<file path="src/rtl/fetch_queue_pkg.sv">
// Shared types and constants for the fetch queue between IF and ID.
// WORD / INST_SIZE fall back to 64 / 32 when common.vh is not in the build.
`ifndef WORD
`define WORD 64
`endif
`ifndef INST_SIZE
`define INST_SIZE 32
`endif

package fetch_pkg;

  localparam int FQ_PC_W          = `WORD;
  localparam int FQ_INST_W        = `INST_SIZE;
  localparam int FQ_DEPTH_DEFAULT = 4;
  localparam int PC_INCR          = 4;

  typedef struct packed {
    logic [FQ_PC_W-1:0]   pc;
    logic [FQ_INST_W-1:0] inst;
  } fetch_entry_t;

  typedef enum logic [1:0] {
    FQ_EMPTY   = 2'b00,
    FQ_PARTIAL = 2'b01,
    FQ_FULL    = 2'b10
  } fq_state_t;

endpackage

</file>
<file path="src/rtl/fetch_queue_storage.sv">
// Entry array for fetch_queue: one synchronous write port, one asynchronous read port.
// Contents are intentionally not reset; validity is tracked by the queue pointers.
module fq_storage
  import fetch_pkg::*;
#(
  parameter int DEPTH = FQ_DEPTH_DEFAULT,
  parameter int AW    = $clog2(DEPTH)
) (
  input  logic         clk,
  input  logic         we,
  input  logic [AW-1:0] waddr,
  input  fetch_entry_t wdata,
  input  logic [AW-1:0] raddr,
  output fetch_entry_t rdata
);

  fetch_entry_t mem_r [DEPTH];

  // write port: capture the entry at the tail slot
  always_ff @(posedge clk) begin
    if (we) begin
      mem_r[waddr] <= wdata;
    end
  end

  assign rdata = mem_r[raddr];

endmodule

</file>
<file path="src/rtl/fetch_queue.sv">
// Fetch queue: DEPTH-entry {pc, inst} FIFO decoupling IF from ID stalls, with flush.
// Optional FETCH_QUEUE_BYPASS_EN: zero-latency pass-through when the queue is empty.
module fetch_queue
  import fetch_pkg::*;
#(
  parameter int DEPTH  = FQ_DEPTH_DEFAULT,
  parameter int PC_W   = FQ_PC_W,
  parameter int INST_W = FQ_INST_W
) (
  input  logic                     clk,
  input  logic                     rst,
  input  logic                     flush,
  input  logic                     in_valid,
  output logic                     in_ready,
  input  logic [PC_W-1:0]          in_pc,
  input  logic [INST_W-1:0]        in_inst,
  output logic                     out_valid,
  input  logic                     out_ready,
  output logic [PC_W-1:0]          out_pc,
  output logic [PC_W-1:0]          out_pc_incr,
  output logic [INST_W-1:0]        out_inst,
  output logic [$clog2(DEPTH):0]   count
);

  localparam int AW = $clog2(DEPTH);
  localparam logic [AW:0] PTR_ONE = (AW+1)'(1);

  logic [AW:0]  wr_ptr_r;
  logic [AW:0]  rd_ptr_r;
  fq_state_t    state_s;
  logic         empty_s;
  logic         push_s;
  logic         pop_s;
  fetch_entry_t wr_entry_s;
  fetch_entry_t rd_entry_s;

  // occupancy state derived from the wrap-bit pointer comparison
  always_comb begin
    state_s = FQ_PARTIAL;
    if (wr_ptr_r == rd_ptr_r) begin
      state_s = FQ_EMPTY;
    end else if ((wr_ptr_r[AW-1:0] == rd_ptr_r[AW-1:0]) && (wr_ptr_r[AW] != rd_ptr_r[AW])) begin
      state_s = FQ_FULL;
    end else begin
      state_s = FQ_PARTIAL;
    end
  end

  assign empty_s  = (state_s == FQ_EMPTY);
  assign in_ready = (state_s != FQ_FULL);
  assign count    = wr_ptr_r - rd_ptr_r;

`ifdef FETCH_QUEUE_BYPASS_EN
  logic bypass_s;
  assign bypass_s = empty_s & ~flush & in_valid;
  // a bypassed pair that ID takes immediately is never written
  assign push_s   = in_valid & in_ready & ~flush & ~(bypass_s & out_ready);
`else
  assign push_s   = in_valid & in_ready & ~flush;
`endif
  assign pop_s    = ~empty_s & out_ready & ~flush;

  assign wr_entry_s = '{pc: in_pc, inst: in_inst};

  fq_storage #(
    .DEPTH (DEPTH),
    .AW    (AW)
  ) u_storage (
    .clk   (clk),
    .we    (push_s),
    .waddr (wr_ptr_r[AW-1:0]),
    .wdata (wr_entry_s),
    .raddr (rd_ptr_r[AW-1:0]),
    .rdata (rd_entry_s)
  );

  // pointer update: reset over flush over push/pop
  always_ff @(posedge clk) begin
    if (rst) begin
      wr_ptr_r <= {(AW+1){1'b0}};
      rd_ptr_r <= {(AW+1){1'b0}};
    end else if (flush) begin
      wr_ptr_r <= {(AW+1){1'b0}};
      rd_ptr_r <= {(AW+1){1'b0}};
    end else begin
      if (push_s) begin
        wr_ptr_r <= wr_ptr_r + PTR_ONE;
      end
      if (pop_s) begin
        rd_ptr_r <= rd_ptr_r + PTR_ONE;
      end
    end
  end

  // head presentation; outputs are zero whenever nothing is valid
  always_comb begin
    out_valid   = 1'b0;
    out_pc      = {PC_W{1'b0}};
    out_pc_incr = {PC_W{1'b0}};
    out_inst    = {INST_W{1'b0}};
    if (!empty_s) begin
      out_valid   = 1'b1;
      out_pc      = rd_entry_s.pc;
      out_pc_incr = rd_entry_s.pc + PC_W'(PC_INCR);
      out_inst    = rd_entry_s.inst;
`ifdef FETCH_QUEUE_BYPASS_EN
    end else if (bypass_s) begin
      out_valid   = 1'b1;
      out_pc      = in_pc;
      out_pc_incr = in_pc + PC_W'(PC_INCR);
      out_inst    = in_inst;
`endif
    end else begin
      out_valid   = 1'b0;
    end
  end

endmodule

</file>
<file path="config.mk">
export PLATFORM = sky130hd
export DESIGN_NAME = fetch_queue
export DESIGN_NICKNAME = d
export VERILOG_FILES = /design/src/rtl/fetch_queue_pkg.sv /design/src/rtl/fetch_queue_storage.sv /design/src/rtl/fetch_queue.sv
export SDC_FILE = /design/constraint.sdc
export NUM_CORES = 1
export LEC_CHECK = 0
export BUFFER_PORTS_ARGS = -buffer_cell sky130_fd_sc_hd__buf_4
export CAP_MARGIN = 10
export CORE_MARGIN = 5
export CORE_UTILIZATION = 59
export CTS_BUF_LIST = sky130_fd_sc_hd__clkbuf_4 sky130_fd_sc_hd__clkbuf_8
export DETAILED_ROUTE_END_ITERATION = 6
export PLACE_DENSITY = 0.82
export SYNTH_ARGS = -nofsm -noshare
export SYNTH_HDL_FRONTEND = slang
export SYNTH_HIERARCHICAL = 1
export SYNTH_SLANG_ARGS = --single-unit
</file>
<file path="constraint.sdc">
create_clock -name clk -period 12.1 [get_ports clk]
set_input_delay 2.42 -clock clk [delete_from_list [all_inputs] [get_ports clk]]
set_output_delay 2.42 -clock clk [all_outputs]
set_load 0.01 [all_outputs]
</file>
==> summary.md, run 1 <==
| Metric | Value |
|---|---|
| Max VDD drop | 0.116 mV |
| R2r setup slk | 7.77 ns |
| Clock transition at the registers of the reported paths | 0.06 ns |
| Area grow syn2layout | 20.7% |
| Hold-fix buffers at CTS | 0 |
| Initial DRT Pass Iterations | 6 |
| Power Total | 0.00275 W |
| Status | complete, no violations |
| Placed Instance Area | 18800 um2 |
| Initial antenna violation count | 1 |
| Sw Ratio | 20.8% |
| Int Pwr | 0.00218 W |
| Leak Pwr | 6.91 nW |
| Crit Path Max Fanout | 52 |
| CTS tree | yes |
| Clock share of power | 37.2% |
| Worst Path Buf+Inv | 2 |
| Slowest CP cell | dfxtp_4 |
| Post-synthesis sequential area ratio | 70.7% |
| Most frequent cell on the critical path | buf_4 |
| Fin area | 19900 um2 |
| Crit path kind | flop to primary output |
| Mean Syn Cell Area | 17.8 um2 |
| Synthesized cell area | 16500 um2 |
| Worst Clk Skew | 0.0147 ns |
| Die Wd | 177 um |
| CTS max path bufs | 3 |
| Post-synthesis cell type count | 42 |
| CP Cell Sequence | buf_4 -> mux4_2 -> nand4_1 -> nor2_1 -> nand3_1 -> nor4_1 -> mux2_2 -> buf_4 |
| Final ANT Viol Nets | 0 |
| Top delay family on crit path | simple AND/OR/NAND/NOR gates |
| Post-Syn Nets | 1033 |
| Port buffer count | 265 |
| GPL Wtd Cong | 0.855 |
| WL final | 35.7 mm |
| First DRT Iteration DRCs | 649 |
| Routed vias | 9318 |
| Global-route wire length before repair | 54.3 mm |
| DR vias/cell | 5.72 |
| Max Fclk | 0.144 GHz |
| Latest clock arrival within the worst-skew pair | 0.58 ns |
| Clk sinks | 390 |
| Max cap viols | 0 |
| Crit. End Element | primary output |
| Final hold viol count | 0 |
| Largest stage delay on the critical path | 0.83 ns |
| Final setup vio count | 0 |
| Diodes inserted | 0 |
| TNS Setup | 0 ns |
| Remaining global-route overflow | 0 |
| Average wire per standard cell | 21.9 um |
| Initial Util | 59.4% |
| Num ports | 266 |
| Vias in the first global route | 9596 |
| Worst setup SP type | flop |
| Resized cells post-CTS | 0 |
| Final hold slack | 0.539 ns |
| Clock Tree Root | clkbuf_8 |
| NumNets Final | 1321 |
| Combinational share of power | 7.7% |
| Share of power burned in registers | 55.1% |
| Slew @ Worst Pin | 0.939 ns |
| CTS HTree Levels | 2 |
| Max-slew violations | 0 |
| Slew HR | 37.4% |
| Core region area | 27700 um2 |
| P per Cell Area | 138 nW/um2 |
| Fraction of layout cells with a size suffix above 1 | 38.5% |
| Drt drc | 0 |
| RSZ-0062 raised after global routing | false |
| Req. time, crit path | 9.68 ns |
| Net Switching | 0.000570 W |
| Crit share post-route | 57.4% |
| Cell Rows | 61 |
| Die Span Y | 177 um |
| Number of CTS-inserted buffers | 58 |
| Fin crit period | 6.95 ns |
| Register bit total from synthesis | 390 |
| Synth Warn # | 6 |
| Post-synthesis cell count | 926 |
| Worst Path Arrival | 4.53 ns |
| All-Layer GR Usage | 22.7% |
| DP HPWL | 23.0 mm |
| Tightest Hold Check Type | flop to flop |
| Die area | 31400 um2 |
| Largest net degree at the start of global routing | 72 |
| Postcts setup bufs | 0 |
-- stage by stage --
step / worst slack [ns] / std cells / util [%]
after floorplan: 1.75 / 926 / -
after global placement: 5.69 / 1532 / 67.7
after detailed placement: 5.67 / 1532 / 67.7
after CTS: 5.03 / 1628 / 71.7
after global routing: 4.67 / 1628 / 71.7
final: 5.15 / 1628 / 71.7
-- cells in the final DEF (no fill, tap or decap), types with 2 or more instances in the layout --
cell type,Yosys,layout
edfxtp_1,384,384
buf_4,2,277
mux4_2,96,96
and2_1,90,90
nor2_1,63,62
clkbuf_8,0,59
nand3_1,31,31
xor2_1,30,30
a21oi_1,23,23
nand2_1,22,22
nand4_1,22,22
o21ai_0,19,19
clkbuf_4,0,19
or3_1,18,18
inv_1,15,14
clkinv_1,0,12
xnor2_1,10,10
and3_1,7,6
ha_1,5,5
and4_1,4,4
nor3_1,4,4
mux2_2,4,4
dfxtp_1,6,4
nand4_2,3,3
bufinv_16,0,3
and4_4,2,2
o31ai_1,2,2
or4_1,2,2
nor4_1,2,2
or2_2,2,2
inv_6,0,2
dfxtp_4,0,2
and3b_4,0,2
-- synthesized netlist by cell type (all sizes together) --
master	n	area share (%)
nand4	25	1.1
clkbuf	18	0.41
buf	31	1.4
nor2b	1	0.038
or4	2	0.091
and3b	2	0.11
and4	6	0.35
dfxtp	6	0.73
nor4	4	0.28
o21ai	19	0.58
edfxtp	384	70
or2	2	0.076
mux4	96	13
nor3b	1	0.046
or3	18	0.68
nand3	32	1.0
xnor2	10	0.53
nor2	63	1.4
fa	1	0.12
o31ai	2	0.091
inv	15	0.34
nand4b	1	0.053
nand2	22	0.50
ha	5	0.38
and3	7	0.27
a21oi	23	0.70
mux2	4	0.27
xor2	30	1.6
and2	90	3.4
nor3	6	0.28
-- routing by layer --
metal  global-route usage, %  vias to the layer above  wire (um)
met5                       0                        -         13
met4                    5.80                        2        558
met3                    7.05                       42       3380
met2                    38.2                      403      17900
met1                    29.2                     4647      13800
li1                        -                     4224          -
-- cell families after synthesis --
logic type	share of synthesized area [%]
buf+inv	2.13
flops	70.7
xor+xnor	2.13
compound gates	1.37
fa+ha+maj	0.501
simple gates	9.74
mux	13.4
-- power by group through the flow --
stage | registers, W | logic, W | clock network (W)
5_1_grt | 0.00152 | 0.000230 | 0.00111
4_1_cts | 0.00152 | 0.000214 | 0.00104
3_5_place_dp | 0.00154 | 0.000213 | 0
6_report | 0.00152 | 0.000212 | 0.00102
3_3_place_gp | 0.00154 | 0.000208 | 0
2_1_floorplan | 0.00154 | 0.000105 | 0
-- registers in the layout, summed over array words and instances, names as in the netlist --
signal / flops
u_storage/mem_r: 384
rd_ptr_r: 3
wr_ptr_r: 3
-- worst register-to-register path: stages (launching register included) --
cell	delay, ns
dfxtp_4	0.60
buf_4	0.82
ha_1	0.41
nand3_1	0.17
nand2_1	0.12
nor2_1	0.23
and3b_4	0.82
buf_4	0.77
-- path summary, 6_finish.rpt --
kind	startpoint	endpoint	cells past startpoint
setup / recovery	rd_ptr_r[1]	out_pc_incr[41]	8
setup reg to reg	rd_ptr_r[0]	u_storage/mem_r[2][74]	7
hold reg to reg	rd_ptr_r[2]	rd_ptr_r[2]	2
hold / removal	rd_ptr_r[2]	rd_ptr_r[2]	2
-- layout make-up --
class	count	area, um2
Fill cell	1701	7830
Inverter	15	56.3
Sequential cell	390	11700
Clock inverter	18	158
Clock buffer	78	955
Multi-Input combinational cell	472	4490
Timing Repair Buffer	277	2080
Tap cell	378	473
(Power assumes the default switching activity.)
==> run 2, diff against run 1 <==
Settings changed: CORE_UTILIZATION 59 to 53, PLACE_DENSITY 0.82 to 0.78.
Clock period 12.1 ns to 6.2 ns, I/O delays scaled along.
==> run 2 against run 1 <==
Compared with the run above: global-route usage down 2.3 points; clock power up 96%; non-clock buffer count up 6; sequential power up 95%; worst hold slack worse by 0.0051 ns; critical path depth unchanged; die area up 11%; sequential share of layout area down 0.34 points; clock skew up 0.0064 ns; setup slack worse by 4.2 ns; largest cell class unchanged; highest routed layer is now met4.
==> summary.md, run 2 (synthesized netlist as in run 1, its figures left out) <==
| Metric | Value |
|---|---|
| Status | complete, no violations |
| R2r endpoint | u_storage/mem_r[2][0] |
| Largest registers | u_storage/mem_r: 384 flops, rd_ptr_r: 3 flops, wr_ptr_r: 3 flops |
| Die Span Y | 186 um |
| Multi-input gate area | 4500 um2 |
| Drt drc | 0 |
| Die area | 34700 um2 |
| Final hold viol count | 0 |
| RSZ-0062 raised after global routing | false |
| Tightest Hold Check Type | flop to flop |
| Initial Util | 53.7% |
| Largest Register | u_storage/mem_r |
| CTS tree | yes |
| Final hold slack | 0.534 ns |
| Remaining global-route overflow | 0 |
| Cell Rows | 64 |
| P per Cell Area | 269 nW/um2 |
| Resized cells post-CTS | 0 |
| Routed vias | 9317 |
| CTS max path bufs | 3 |
| Postcts setup bufs | 0 |
| Global-route wire length before repair | 54.0 mm |
| Final setup vio count | 0 |
| Initial antenna violation count | 2 |
| Most frequent cell on the critical path | buf_4 |
| Max-slew violations | 0 |
| Number of CTS-inserted buffers | 57 |
| Largest stage delay on the critical path | 0.63 ns |
| Leak Pwr | 6.95 nW |
| Final ANT Viol Nets | 0 |
| NumNets Final | 1326 |
| Port buffer count | 265 |
| Crit path kind | flop to primary output |
| DR vias/cell | 5.60 |
| Slew HR | 35.9% |
| WL final | 35.4 mm |
| Max reg flops | 384 |
| CTS HTree Levels | 2 |
| Core region area | 30700 um2 |
| Max cap viols | 0 |
| All-Layer GR Usage | 20.4% |
| Latest clock arrival within the worst-skew pair | 0.59 ns |
| Area grow syn2layout | 21.4% |
| Vias in the first global route | 9628 |
| Worst Path Arrival | 3.98 ns |
| Clock transition at the registers of the reported paths | 0.07 ns |
| CP Cell Sequence | buf_4 -> mux4_2 -> nand4_1 -> nor2_1 -> nand3_1 -> nor4_1 -> mux2_2 -> buf_4 |
| Req. time, crit path | 4.96 ns |
| Max VDD drop | 0.178 mV |
| GPL Wtd Cong | 0.810 |
| Slew @ Worst Pin | 0.961 ns |
| Worst r2r path cells | 8 |
| Average wire per standard cell | 21.3 um |
| Clk sinks | 390 |
| First DRT Iteration DRCs | 732 |
| R2r setup slk | 2.11 ns |
| Most frequent cells in the layout | edfxtp_1, buf_4, mux4_2, and2_1, nor2_1 |
| Fin crit period | 5.22 ns |
| Worst setup SP type | flop |
| HP Start | wr_ptr_r[2] |
| Largest net degree at the start of global routing | 71 |
| Die Wd | 186 um |
| Clock Tree Root | clkbuf_8 |
| Count of filler cells inserted in the layout | 2152 |
| Most common cell after layout, fill and taps aside | edfxtp_1 |
| Max Fclk | 0.191 GHz |
| Crit. End Element | primary output |
| Slowest CP cell | dfxtp_4 |
| DP HPWL | 23.3 mm |
| R2r startpoint | rd_ptr_r[0] |
| Initial DRT Pass Iterations | 5 |
| Hold-fix buffers at CTS | 0 |
| TNS Setup | 0 ns |
| Register Area | 11700 um2 |
| Num ports | 266 |
| Crit Path Max Fanout | 22 |
| Crit share post-route | 84.3% |
| Fraction of layout cells with a size suffix above 1 | 38.7% |
| Hold path cells | 2 |
| Worst Clk Skew | 0.0211 ns |
| Worst Path Buf+Inv | 2 |
| Hold Path Sink | wr_ptr_r[2] |
| Top delay family on crit path | simple AND/OR/NAND/NOR gates |
==> run 2: cell type report <==
type / count / area share, %
clock inverters: 33 / 1.14
well taps: 396 / 2.48
multi-input cells: 472 / 22.5
diodes: 2 / 0.0250
repair buffers: 283 / 10.8
inverters: 15 / 0.282
flip-flops and latches: 390 / 58.3
clock buffers: 72 / 4.49
==> run 2: how the worst max path moves through the flow <==
stage,start,to,depth (start not counted)
after floorplan,in_valid,u_storage/mem_r[0][0],3
after global placement,rd_ptr_r[1],out_pc_incr[62],9
after detailed placement,rd_ptr_r[1],out_pc_incr[63],8
after CTS,rd_ptr_r[1],out_pc_incr[63],8
after global routing,rd_ptr_r[0],out_pc_incr[41],8
final,rd_ptr_r[0],out_pc_incr[41],8
==> run 2: worst reg2reg max path, delay by kind of cell, from the launching register on <==
family / cells / cell delay [ns]
buf+inv: 3 / 1.37
flops: 1 / 0.63
fa+ha+maj: 1 / 0.32
simple gates: 4 / 1.40
==> run 2: power by group <==
group	total [W]	internal (W)	switching (W)	leakage, nW
Sequential	0.00296	0.00294	0.0000119	3.54
Clock	0.00200	0.00108	0.000920	0.589
Combinational	0.000416	0.000194	0.000222	2.82
Total	0.00537	0.00421	0.00115	6.95
==> run 2: metal layers <==
layer / up-vias / GRT usage [%] / wire, um
met5: - / 0 / 0
met4: 0 / 5.48 / 511
met3: 44 / 4.92 / 3110
met2: 375 / 32.8 / 17500
met1: 4652 / 28.7 / 14300
li1: 4246 / - / -
==> run 2: through the flow <==
step,setup slack (ns),utilization (%),power [W],cell area (um2),std cells
2_1_floorplan,0.481,-,0.00322,16500,926
3_3_place_gp,1.59,61.5,0.00342,18900,1556
3_5_place_dp,1.54,61.5,0.00343,18900,1556
4_1_cts,0.883,65.2,0.00543,20000,1661
5_1_grt,0.538,65.2,0.00558,20000,1662
6_report,0.976,65.2,0.00537,20000,1663
==> run 3, diff against run 2 <==
Settings changed: CORE_UTILIZATION 53 to 59, PLACE_DENSITY 0.78 to 0.82.
Clock period 6.2 ns to 5.05 ns, I/O delays scaled along.
==> run 3 against run 2 <==
Compared with the run above: final area up 0.64%; first-iteration DRC count down 8.2%; non-clock buffer count up 1; critical path type unchanged.
==> summary.md, run 3 (synthesized netlist as in run 1, its figures left out) <==
| Metric | Value |
|---|---|
| All-Layer GR Usage | 22.7% |
| Most frequent cell on the critical path | buf_4 |
| NumNets Final | 1330 |
| Largest registers | u_storage/mem_r: 384 flops, rd_ptr_r: 3 flops, wr_ptr_r: 3 flops |
| Average wire per standard cell | 21.7 um |
| CTS max path bufs | 3 |
| Largest stage delay on the critical path | 0.60 ns |
| Remaining global-route overflow | 0 |
| Fraction of layout cells with a size suffix above 1 | 39.3% |
| Number of CTS-inserted buffers | 60 |
| Core region area | 27700 um2 |
| Clk sinks | 390 |
| DP HPWL | 23.3 mm |
| Crit share post-route | 95.3% |
| Worst Clk Skew | 0.0313 ns |
| Max-slew violations | 0 |
| Global-route wire length before repair | 54.5 mm |
| Crit path kind | flop to primary output |
| Initial Util | 59.4% |
| Latest clock arrival within the worst-skew pair | 0.59 ns |
| CP Cell Sequence | buf_4 -> mux4_2 -> nand4_1 -> nor3_4 -> nand4_2 -> or3_1 -> a21oi_1 -> buf_4 |
| RSZ-0062 raised after global routing | false |
| Top delay family on crit path | simple AND/OR/NAND/NOR gates |
| Crit Path Max Fanout | 20 |
| Worst Path Buf+Inv | 2 |
| Die Span Y | 177 um |
| Final ANT Viol Nets | 0 |
| Largest net degree at the start of global routing | 53 |
| Max Fclk | 0.208 GHz |
| Power Total | 0.00682 W |
| Tightest Hold Check Type | flop to flop |
| Max VDD drop | 0.240 mV |
| Die area | 31400 um2 |
| Req. time, crit path | 4.04 ns |
| Die Wd | 177 um |
| Initial antenna violation count | 0 |
| Clock Tree Root | clkbuf_8 |
| First DRT Iteration DRCs | 672 |
| Clock transition at the registers of the reported paths | 0.06 ns |
| M2 GR Usage | 37.2% |
| Cell Rows | 61 |
| Diodes inserted | 0 |
| Slew @ Worst Pin | 0.797 ns |
| CTS tree | yes |
| Initial DRT Pass Iterations | 5 |
| Routed vias | 9456 |
| Largest Register | u_storage/mem_r |
| Leak Pwr | 7.03 nW |
| Max reg flops | 384 |
| Final setup vio count | 0 |
| Max cap viols | 0 |
| CTS HTree Levels | 2 |
| Status | complete, no violations |
| Crit. End Element | primary output |
| Port buffer count | 265 |
| Vias in the first global route | 9623 |
| Routing usage on met3 | 6.69% |
| TNS Setup | 0 ns |
| Final hold viol count | 0 |
| Drt drc | 0 |
| Global route hottest layer | met2 |
| M1 GR Usage | 30.5% |
| GPL Wtd Cong | 0.864 |
| Hold-fix buffers at CTS | 0 |
| Most common cell after layout, fill and taps aside | edfxtp_1 |
| Fin crit period | 4.81 ns |
| DR vias/cell | 5.75 |
| Num ports | 266 |
| Slew HR | 46.8% |
| Worst Path Arrival | 3.80 ns |
| WL final | 35.8 mm |
| Most frequent cells in the layout | edfxtp_1, buf_4, mux4_2, and2_1, nor2_1 |
| P per Cell Area | 339 nW/um2 |
| Area grow syn2layout | 22.2% |
| Slowest CP cell | dfxtp_4 |
| Worst setup SP type | flop |
run 3: changes by cell type in the layout (fill, tap and decap cells not counted):
cell | previous run | this run
bufinv_16 | 3 | 6
buf_4 | 281 | 280
clkbuf_8 | 57 | 61
clkinv_2 | 8 | 10
inv_8 | 1 | 0
diode_2 | 2 | 0
buf_12 | 2 | 4
clkinv_1 | 19 | 12
nor3_2 | 1 | 0
nor3_4 | 1 | 2
run 3: worst paths after layout:
path / startpoint / end / slack [ns] / cells after the start
setup reg to reg: rd_ptr_r[1] / u_storage/mem_r[3][50] / 1.65 / 8
hold reg to reg: wr_ptr_r[2] / wr_ptr_r[2] / 0.54 / 2
setup / recovery: rd_ptr_r[0] / out_pc_incr[62] / 0.24 / 8
hold / removal: wr_ptr_r[2] / wr_ptr_r[2] / 0.54 / 2
run 3: report_power, final:
part | switching [W] | leakage [nW] | internal [W]
clock network | 0.00114 | 0.651 | 0.00154
logic | 0.000274 | 2.84 | 0.000239
registers | 0.0000155 | 3.54 | 0.00361
run 3: metrics by stage:
stage	setup WS [ns]	hold slack (ns)	utilization, %	cell area (um2)	cells
2_1_floorplan	0.856	0.463	-	16500	926
3_3_place_gp	0.881	0.516	68.1	18900	1539
4_1_cts	0.201	0.546	72.6	20100	1645
5_1_grt	0.0187	0.575	72.6	20100	1645
3_5_place_dp	0.844	0.531	68.1	18900	1539
6_report	0.237	0.544	72.6	20100	1645
run 3: metal layers:
layer,vias up,wire length [um]
li1,4241,-
met5,-,0
met2,398,17800
met1,4751,13700
met3,66,3420
met4,0,837
run 3: worst register-to-register path, stage by stage (launching register included):
cell	delay [ns]
dfxtp_4	0.55
buf_12	0.35
inv_1	0.18
ha_1	0.31
nand3_1	0.15
nand2_1	0.12
nor2_1	0.21
and3_4	0.74
buf_12	0.37
run 3: layout make-up:
cell class                 instances  area (um2)
clock inverter                    30         290
clock buffer                      76         952
tap                              378         473
fill                            1684        7590
sequential                       390       11700
inverter                          15        56.3
multi-input combinational        472        4510
timing repair buffer             284        2180
run 3: what timing repair did:
action / CTS / global route
gates resized for setup: 0 / 1
endpoints found under the setup margin: 0 / 1
setup buffers: 0 / 0
